===== src/rtl/rv64g_l1_pkg.sv =====
// Shared types and line-geometry constants for the L1 refill arbiter.
package rv64g_l1_pkg;

  localparam int unsigned ADDR_W      = 64;
  localparam int unsigned LINE_OFF_W  = 6;
  localparam int unsigned LINE_ADDR_W = 58;

  typedef enum logic [1:0] {
    ST_IDLE  = 2'd0,
    ST_ISSUE = 2'd1,
    ST_WAIT  = 2'd2
  } refill_state_e;

  // Full byte address of the first byte of a line.
  function automatic logic [ADDR_W-1:0] line_base(input logic [LINE_ADDR_W-1:0] line);
    return {line, {LINE_OFF_W{1'b0}}};
  endfunction

endpackage


===== src/rtl/rv64g_rr_pick.sv =====
// Combinational round-robin picker: first set request at or after ptr, modulo N.
module rv64g_rr_pick #(
  parameter int unsigned N     = 2,
  parameter int unsigned IDX_W = 1
) (
  input  logic [N-1:0]     req,
  input  logic [IDX_W-1:0] ptr,
  output logic [N-1:0]     gnt_oh,
  output logic [IDX_W-1:0] gnt_idx
);

  logic        found;
  int unsigned pos;

  always_comb begin
    gnt_oh  = '0;
    gnt_idx = '0;
    found   = 1'b0;
    pos     = 0;
    for (int unsigned i = 0; i < N; i++) begin
      pos = (32'(ptr) + i) % N;
      if (!found && req[pos[IDX_W-1:0]]) begin
        found                   = 1'b1;
        gnt_oh[pos[IDX_W-1:0]] = 1'b1;
        gnt_idx                 = IDX_W'(pos);
      end
    end
  end

endmodule


===== src/rtl/rv64g_l1_refill_arbiter.sv =====
// Shares the L1 refill port among NUM_REQ requesters with round-robin and same-line merging.
// Optional watchdog reissue enabled by defining RV64G_L1_REFILL_WDOG_EN.
module rv64g_l1_refill_arbiter import rv64g_l1_pkg::*; #(
  parameter int unsigned NUM_REQ = 2
`ifdef RV64G_L1_REFILL_WDOG_EN
  , parameter int unsigned WDOG_CYCLES = 255
`endif
) (
  input  logic                      clk_i,
  input  logic                      rst_ni,
  input  logic [NUM_REQ-1:0]        req_valid_i,
  input  logic [NUM_REQ*ADDR_W-1:0] req_addr_i,
  output logic [NUM_REQ-1:0]        req_done_o,
  output logic                      refill_req_o,
  output logic [ADDR_W-1:0]         refill_addr_o,
  input  logic                      refill_done_i,
  output logic                      busy_o,
  output logic [NUM_REQ-1:0]        grant_o,
  output logic                      ovf_o,
  output logic                      timeout_o
);

  localparam int unsigned IDX_W = (NUM_REQ > 1) ? $clog2(NUM_REQ) : 1;
`ifdef RV64G_L1_REFILL_WDOG_EN
  localparam int unsigned WDOG_W = (WDOG_CYCLES > 255) ? $clog2(WDOG_CYCLES + 1) : 8;
`endif

  refill_state_e          state_q;
  logic [NUM_REQ-1:0]     pend_q;
  logic [LINE_ADDR_W-1:0] addr_q [NUM_REQ];
  logic [NUM_REQ-1:0]     grant_q;
  logic [IDX_W-1:0]       rr_q;
  logic [IDX_W-1:0]       win_q;
  logic [NUM_REQ-1:0]     pick_oh;
  logic [IDX_W-1:0]       pick_idx;
  logic [NUM_REQ-1:0]     serve_mask;
  logic [NUM_REQ-1:0]     clr_mask;
  logic                   done_fire;
  logic                   unused_addr_lo;
`ifdef RV64G_L1_REFILL_WDOG_EN
  logic [WDOG_W-1:0]      wdog_q;
`endif

  rv64g_rr_pick #(
    .N     (NUM_REQ),
    .IDX_W (IDX_W)
  ) u_pick (
    .req     (pend_q),
    .ptr     (rr_q),
    .gnt_oh  (pick_oh),
    .gnt_idx (pick_idx)
  );

  // Completion is only honoured in WAIT; it retires every requester merged into the grant.
  assign done_fire  = (state_q == ST_WAIT) && refill_done_i;
  assign clr_mask   = done_fire ? grant_q : '0;
  assign req_done_o = clr_mask;
  assign grant_o    = grant_q;

  // Winner plus every other pending entry targeting the same line.
  always_comb begin
    serve_mask = pick_oh;
    for (int unsigned k = 0; k < NUM_REQ; k++) begin
      if (pend_q[k] && (addr_q[k] == addr_q[pick_idx])) serve_mask[k] = 1'b1;
    end
  end

  // Line offset bits are discarded on capture.
  always_comb begin
    unused_addr_lo = 1'b0;
    for (int unsigned k = 0; k < NUM_REQ; k++) begin
      unused_addr_lo = unused_addr_lo ^ (^req_addr_i[ADDR_W*k +: LINE_OFF_W]);
    end
  end

  // Pending capture: a slot freed by this cycle's done may be refilled in the same edge.
  always_ff @(posedge clk_i or negedge rst_ni) begin
    if (!rst_ni) begin
      pend_q <= '0;
      ovf_o  <= 1'b0;
      for (int unsigned k = 0; k < NUM_REQ; k++) addr_q[k] <= '0;
    end else begin
      for (int unsigned k = 0; k < NUM_REQ; k++) begin
        if (req_valid_i[k] && (!pend_q[k] || clr_mask[k])) begin
          pend_q[k] <= 1'b1;
          addr_q[k] <= req_addr_i[ADDR_W*k + LINE_OFF_W +: LINE_ADDR_W];
        end else begin
          if (clr_mask[k])                 pend_q[k] <= 1'b0;
          if (req_valid_i[k] && pend_q[k]) ovf_o     <= 1'b1;
        end
      end
    end
  end

  // Refill sequencing with registered port outputs.
  always_ff @(posedge clk_i or negedge rst_ni) begin
    if (!rst_ni) begin
      state_q       <= ST_IDLE;
      rr_q          <= '0;
      win_q         <= '0;
      grant_q       <= '0;
      refill_req_o  <= 1'b0;
      refill_addr_o <= '0;
      busy_o        <= 1'b0;
`ifdef RV64G_L1_REFILL_WDOG_EN
      wdog_q        <= '0;
      timeout_o     <= 1'b0;
`endif
    end else begin
      refill_req_o <= 1'b0;
      case (state_q)
        ST_IDLE: begin
          if (|pend_q) begin
            state_q       <= ST_ISSUE;
            win_q         <= pick_idx;
            grant_q       <= serve_mask;
            refill_req_o  <= 1'b1;
            refill_addr_o <= line_base(addr_q[pick_idx]);
            busy_o        <= 1'b1;
          end
        end
        ST_ISSUE: begin
          state_q <= ST_WAIT;
`ifdef RV64G_L1_REFILL_WDOG_EN
          wdog_q  <= '0;
`endif
        end
        ST_WAIT: begin
          if (refill_done_i) begin
            state_q       <= ST_IDLE;
            grant_q       <= '0;
            refill_addr_o <= '0;
            busy_o        <= 1'b0;
            rr_q          <= (win_q == IDX_W'(NUM_REQ - 1)) ? '0 : win_q + 1'b1;
          end
`ifdef RV64G_L1_REFILL_WDOG_EN
          else if (wdog_q == WDOG_W'(WDOG_CYCLES - 1)) begin
            // Reissue the same line with the same serve mask.
            state_q      <= ST_ISSUE;
            refill_req_o <= 1'b1;
            timeout_o    <= 1'b1;
          end else begin
            wdog_q <= wdog_q + 1'b1;
          end
`endif
        end
        default: state_q <= ST_IDLE;
      endcase
    end
  end

`ifndef RV64G_L1_REFILL_WDOG_EN
  assign timeout_o = 1'b0;
`endif

endmodule


===== config.mk =====
export PLATFORM = sky130hd
export DESIGN_NAME = rv64g_l1_refill_arbiter
export DESIGN_NICKNAME = d
export VERILOG_FILES = /design/src/rtl/rv64g_l1_pkg.sv /design/src/rtl/rv64g_rr_pick.sv /design/src/rtl/rv64g_l1_refill_arbiter.sv
export SDC_FILE = /design/constraint.sdc
export NUM_CORES = 1
export LEC_CHECK = 0
export ABC_CLOCK_PERIOD_IN_PS = 2360
export BUFFER_PORTS_ARGS = -buffer_cell sky130_fd_sc_hd__clkbuf_2
export CORE_MARGIN = 2
export CORE_UTILIZATION = 40
export CTS_CLUSTER_SIZE = 30
export DETAILED_ROUTE_END_ITERATION = 8
export SETUP_SLACK_MARGIN = 0.15
export SLEW_MARGIN = 20
export SYNTH_ARGS = -nofsm -noshare
export SYNTH_HDL_FRONTEND = slang
export SYNTH_SLANG_ARGS = --single-unit

===== constraint.sdc =====
create_clock -name clk_i -period 2.36 [get_ports clk_i]
set_input_delay 0.59 -clock clk_i [delete_from_list [all_inputs] [get_ports clk_i]]
set_output_delay 0.59 -clock clk_i [all_outputs]
set_load 0.005 [all_outputs]

# Yosys cells after proc, flatten, opt, wreduce, memory -nomap -nowiden
# Cells that the tools add are included.
# op_classes
add_sub_neg	2
mul	0
div_mod_pow	0
magnitude_cmp	5
n_eq_ne	6
shift	0
n_mux	41
bitwise	2
reduce_logical	24
# ops
cell	count
two-way mux 58 bit	3
two-way mux 64 bit	2
one-hot mux 64 bit (2 select lines)	1
equality test 58 bit	2
two-way mux 1 bit	24
two-way mux 2 bit	6
logical AND 1 bit	10
one-hot mux 2 bit (3 select lines)	1
AND reduction 2 bit	3
nonzero test 2 bit	3
less-than comparator 1 x 2 -> 1 bit, second input constant	2
inequality test 2 bit, second input constant	2
one-hot mux 2 bit (2 select lines)	1
zero test 1 bit	3
AND reduction 3 bit	1
adder 1 bit, second input constant	2
demux 1 bit (select 1 bit)	2
equality test 2 x 1 -> 1 bit, second input constant	1
equality test 2 bit, second input constant	1
greater-or-equal comparator 1 bit, second input constant	2
greater-or-equal comparator 2 bit, second input constant	1
zero test 2 bit	1
logical OR 1 bit	2
inverter 1 -> 2 bit	1
3 further kinds	3
# word_totals
ff_bits	191
latchBits	0
ram_bits	0
mem_bits_ro	0
input_bits	133
output_inout_bits	72
word_cells	92
mem_count	0

# Depth between registers and ports, before layout
# depth
depth_word	15
mapped_depth	9
ltp_nobuf	6

# Hierarchy
# A second synthesis with hierarchy kept.
# unflattened
hier_cells	677
area_unflattened_um2	8220.4
# by_module_without_submodules
module	instances	cells_each	area_each_um2	seq_area_each_um2
rv64g_l1_refill_arbiter	1	673	8190.4	4629.4
rv64g_rr_pick	1	4	30.0	0.0

# Worst setup path before layout
# Ideal clock, no wire load.
# synth_path
path_kind	input -> register
start	in refill_done_i
end	reg addr_q[34] (netlist bit)
setup_time_ns	0.125
arrival_ns	1.915
required_ns	2.235
slack_ns	0.320
stages	8
path_buffers	3
path_cell_list	and3b_1 > nand2_1 > nand2_1 > and2_1 > clkbuf_1 > buf_2 > buf_2 > mux2_2
# synth_via
elab_chain_cells	4
# synth_rtl
element	line	source
start: declaration	rv64g_l1_refill_arbiter.sv:16	input logic refill_done_i,
logical AND 1 bit	rv64g_l1_refill_arbiter.sv:55	assign done_fire = (state_q == ST_WAIT) && refill_done_i;
two-way mux 2 bit	rv64g_l1_refill_arbiter.sv:56	assign clr_mask = done_fire ? grant_q : '0;
logical OR 1 bit	rv64g_l1_refill_arbiter.sv:84	if (req_valid_i[k] && (!pend_q[k] || clr_mask[k])) begin
logical AND 1 bit	rv64g_l1_refill_arbiter.sv:84	
end signal: indexed assignment	rv64g_l1_refill_arbiter.sv:86	addr_q[k] <= req_addr_i[ADDR_W*k + LINE_OFF_W +: LINE_ADDR_W];
end: declaration	rv64g_l1_refill_arbiter.sv:30	logic [LINE_ADDR_W-1:0] addr_q [NUM_REQ];
# Every way passes these cells.
# A chain may end at the register's enable or synchronous reset.

# Worst setup path in the final report
# layout_path
start	reg addr_q[11] (netlist bit)
end	reg grant_q[1], in the netlist grant_o[1]
# layout_via
elab_chain_cells	8
# layout_rtl
element	line	source
two-way mux 58 bit (not written as such) (3 in series)	rv64g_l1_refill_arbiter.sv:64	if (pend_q[k] && (addr_q[k] == addr_q[pick_idx])) serve_mask[k] = 1'b1;
equality test 58 bit *	rv64g_l1_refill_arbiter.sv:64	
logical AND 1 bit *	rv64g_l1_refill_arbiter.sv:64	
two-way mux 1 bit *	rv64g_l1_refill_arbiter.sv:64	
two-way mux 2 bit *	rv64g_l1_refill_arbiter.sv:113	if (|pend_q) begin
one-hot mux 2 bit (2 select lines) *	rv64g_l1_refill_arbiter.sv:111	case (state_q)
end signal: assignment	rv64g_l1_refill_arbiter.sv:116	grant_q <= serve_mask;
end: declaration	rv64g_l1_refill_arbiter.sv:31	logic [NUM_REQ-1:0] grant_q;
# Mark *: on every way between the ends. The rest lies on a longest branch, timed or not. The select of a mux whose other input is x is not followed.

==> impl_metrics.yaml <==
timing:
  fin_worst_skew_ns: 0.00896
  hold_viol_final: 0
  fmaxAchievable_ghz: 0.473
  worst_slew_pin_slew_ns: 0.634
  finalMaxSlewViolations: 0
  worst_hold_margin_ns: 0.158
  rsz0062_at_grt: "false"
  post-route-period-util_pct: 89.6
  timing.final.setup_violations: 0
  fin_setup_tns_ns: 0
  period_minus_slack_ns: 2.11
  slew_headroom_pct: 57.7
worst_setup_path:
  critical_path_depth_in_cells: 6
  timing.critical_path.slowest_cell_delay_ns: 0.58
  path_delay_family: "simple AND/OR/NAND/NOR gates"
  ff2ff_path_depth: 6
  path_cells: "xnor2_2 -> o221ai_2 -> a2111oi_2 -> nand4_1 -> or4_4 -> o211ai_2"
  cp_max_delay_cell: "sky130_fd_sc_hd__or4_4"
  crit_path_max_fanout: 2
  critPathRequiredTime_ns: 2.71
  worst_setup_path_end_kind: "register"
  crit_arrival_ns: 2.46
  r2r_setup_slack_ns: 0.25
  timing.critical_path.buf_inv: 0
  r2r-end: "grant_o[1]"
  timing_worst_setup_path_type: "reg -> reg"
  regToRegStartpoint: "addr_q[11]"
  critPathLaunchType: "register"
clock_tree:
  clk_transition_reported_paths_ns: 0.07
  holdBufCountCts: 0
  cts-htree-levels: 4
  tritoncts: "built"
  clk_path_buf_depth: 2
  clockRootBuffer: "sky130_fd_sc_hd__clkbuf_16"
  tritoncts.num_buffers: 17
  worstSkewPairLatency_ns: 0.43
  cts_num_sinks: 185
drt:
  detailroute.wirelength.met2_um: 11100
  remaining_drc_errors: 0
  detail_route.wl_per_cell_um: 19.1
  firstDrtPassIters: 5
  routed-wl-met3_um: 1640
  antenna_left: 0
  finalWirelength_um: 23100
  vias: 6113
  route.top_layer_used: "met4"
  wirelength_met1_um: 9900
  viasPerCell: 5.06
  detailed_router_s_first_iteration_violation_count: 297
place:
  dpl.cell_count: 1176
  final_wtd_congestion: 0.817
  buffer_ports.inserted: 185
  dp_hpwl_um: 16700
layout:
  drive_gt1_share_pct: 35.6
  fillerInstances: 1896
  insertedDiodeCount: 0
  flow.area_growth_from_synthesis_pct: 24.6
  finalNetCount: 1059
  instances_no_fill: 1209
yosys:
  synth_flop_cell: "sky130_fd_sc_hd__dfrtp_1"
  syn_area_um2: 8110
  synth.avg_cell_area_um2: 11.0
  yosys_warnings: 0
  syn-instance-count: 736
  yosys.cell_types.count: 39
  synth_async_sr_flop_share_pct: 100
  ys_seq_area_share_pct: 57.1
  synth-seq-cells: 185
  synth_enable_flop_cells: 0
floorplanning:
  chipHeight_um: 146
  fp.dieArea_um2: 21400
  effective_utilization_at_floorplan_pct: 40.5
  core-area_um2: 20000
  die_width_um: 146
  pin_count: 205
  placementRows: 52
run_status:
  run_status: "completed"
global_route:
  grt_first_pass_wirelength_um: 35800
  globalRouteTotalUtil_pct: 22.1
  grt_antenna_before_repair: 0
  grt_overflow_total: 0
  grt_max_degree: 65
  via_count_of_the_first_global_routing_pass: 6093
flow_run:
  cap_violations: 0
power_and_ir_drop:
  power-per-cell-area_nw_per_um2: 1430
  static-leakage-power_nw: 4.87
  max-vdd-ir-drop_mv: 0.627
worst_hold_path:
  worst_hold_path_type: "in -> async"
==> stage by stage <==
step	setup WS (ns)	total power, mW	utilization, %	area (um^2)
6_report	0.246	14.5	50.4	10100
2_1_floorplan	0.320	9.25	-	8140
3_3_place_gp	0.170	11.7	47.5	9520
3_5_place_dp	0.184	11.8	47.5	9520
4_1_cts	0.168	14.6	50.3	10100
5_1_grt	0.144	15.5	50.4	10100
==> worst max-delay path by stage <==
stage,start,endpoint,slack (ns)
2_1_floorplan,refill_done_i,addr_q[34],0.32
3_3_place_gp,addr_q[69],grant_o[1],0.17
3_5_place_dp,addr_q[69],grant_o[1],0.18
4_1_cts,addr_q[69],grant_o[1],0.17
5_1_grt,addr_q[11],grant_o[1],0.14
6_report,addr_q[11],grant_o[1],0.25
==> state kept, by name (all words and copies together), names as in the netlist <==
signal,cells
rr_q,1
addr_q,116
win_q,1
refill_addr_o,58
grant_o,2
ovf_o,1
refill_req_o,1
pend_q,2
state_q,2
busy_o,1
==> layer usage <==
layer | GRT usage, % | vias up
li1 | - | 2897
met1 | 29.1 | 2995
met2 | 35.4 | 192
met3 | 6.59 | 29
met4 | 7.04 | 0
met5 | 0 | -
==> layout make-up <==
type | instances | area (um^2) | share of cell area, %
Timing Repair Buffer | 209 | 1240 | 12.3
Multi-Input combinational cell | 473 | 3200 | 31.7
Sequential cell | 185 | 4630 | 45.8
Clock inverter | 14 | 121 | 1.20
Tap cell | 270 | 338 | 3.34
Inverter | 40 | 150 | 1.49
Clock buffer | 18 | 429 | 4.25
==> cells in the final DEF (no fill, tap or decap), types with 2 or more instances in the layout <==
cell                          n
sky130_fd_sc_hd__nand2_1    108
sky130_fd_sc_hd__clkbuf_2   184
sky130_fd_sc_hd__clkinv_2     6
sky130_fd_sc_hd__nand4_1      3
sky130_fd_sc_hd__nor4_1       7
sky130_fd_sc_hd__a21oi_1     20
sky130_fd_sc_hd__o2bb2ai_1    4
sky130_fd_sc_hd__clkinv_4     3
sky130_fd_sc_hd__a2111oi_2    3
sky130_fd_sc_hd__and2_2       2
sky130_fd_sc_hd__o21ai_0     95
sky130_fd_sc_hd__nor2b_1      4
sky130_fd_sc_hd__nand2b_1    15
sky130_fd_sc_hd__buf_12      10
sky130_fd_sc_hd__nand3_1      4
sky130_fd_sc_hd__buf_4       14
sky130_fd_sc_hd__xor2_1      17
sky130_fd_sc_hd__dfrtp_1    185
sky130_fd_sc_hd__clkbuf_16   17
sky130_fd_sc_hd__o22ai_1     10
sky130_fd_sc_hd__inv_1       40
sky130_fd_sc_hd__mux2i_1     39
sky130_fd_sc_hd__mux2_2      81
sky130_fd_sc_hd__inv_6        4
sky130_fd_sc_hd__o2111ai_1    4
sky130_fd_sc_hd__conb_1       7
sky130_fd_sc_hd__a22o_1       4
sky130_fd_sc_hd__a222oi_1     3
sky130_fd_sc_hd__nor2_1      24
==> worst reg2reg max path: cells and delay by family (launching register included) <==
| kind | cells | cell delay, ns |
|---|---|---|
| simple gates | 2 | 0.71 |
| compound gates | 3 | 0.66 |
| xor+xnor | 1 | 0.26 |
| flops | 1 | 0.41 |
==> where the power goes <==
part | internal [mW] | switching, mW | leakage [nW]
Sequential | 4.71 | 1.17 | 2.26
Combinational | 2.67 | 3.22 | 2.33
Clock | 1.46 | 1.26 | 0.279
Total | 8.84 | 5.65 | 4.87
==> timing repair <==
item,in CTS,in global routing
gates resized for setup,0,6
setup buffers,0,1
setup endpoints to repair,0,2
hold endpoints to repair,0,0
==> cell usage after synthesis (5+ instances only) <==
master / count / share of area [%]
sky130_fd_sc_hd__nor4_1: 7 / 0.54
sky130_fd_sc_hd__o21ai_0: 95 / 5.9
sky130_fd_sc_hd__clkbuf_1: 17 / 0.79
sky130_fd_sc_hd__mux2i_1: 39 / 4.8
sky130_fd_sc_hd__o2111ai_1: 5 / 0.54
sky130_fd_sc_hd__inv_1: 40 / 1.9
sky130_fd_sc_hd__mux2_2: 81 / 11
sky130_fd_sc_hd__nand2b_1: 15 / 1.2
sky130_fd_sc_hd__xor2_1: 17 / 1.8
sky130_fd_sc_hd__a21oi_1: 20 / 1.2
sky130_fd_sc_hd__buf_2: 15 / 0.93
sky130_fd_sc_hd__buf_1: 5 / 0.23
sky130_fd_sc_hd__o22ai_1: 10 / 0.77
sky130_fd_sc_hd__buf_4: 7 / 0.65
sky130_fd_sc_hd__dfrtp_1: 185 / 57
sky130_fd_sc_hd__nor2_1: 25 / 1.2
sky130_fd_sc_hd__nand2_1: 109 / 5.0
==> cell families (layout without fill, tap and decap cells) <==
kind of cell / Yosys count / count (layout) / share of synthesized area [%]
other: 1 / 7 / 0.0462
muxes: 120 / 120 / 16.1
AOI/OAI and AO/OA: 154 / 154 / 11.1
DFF: 185 / 185 / 57.1
and+or+nand+nor: 174 / 174 / 9.35
xor gates and xnor gates: 18 / 18 / 1.94
buffers and inverters: 84 / 281 / 4.44
(Power assumes the default switching activity.)
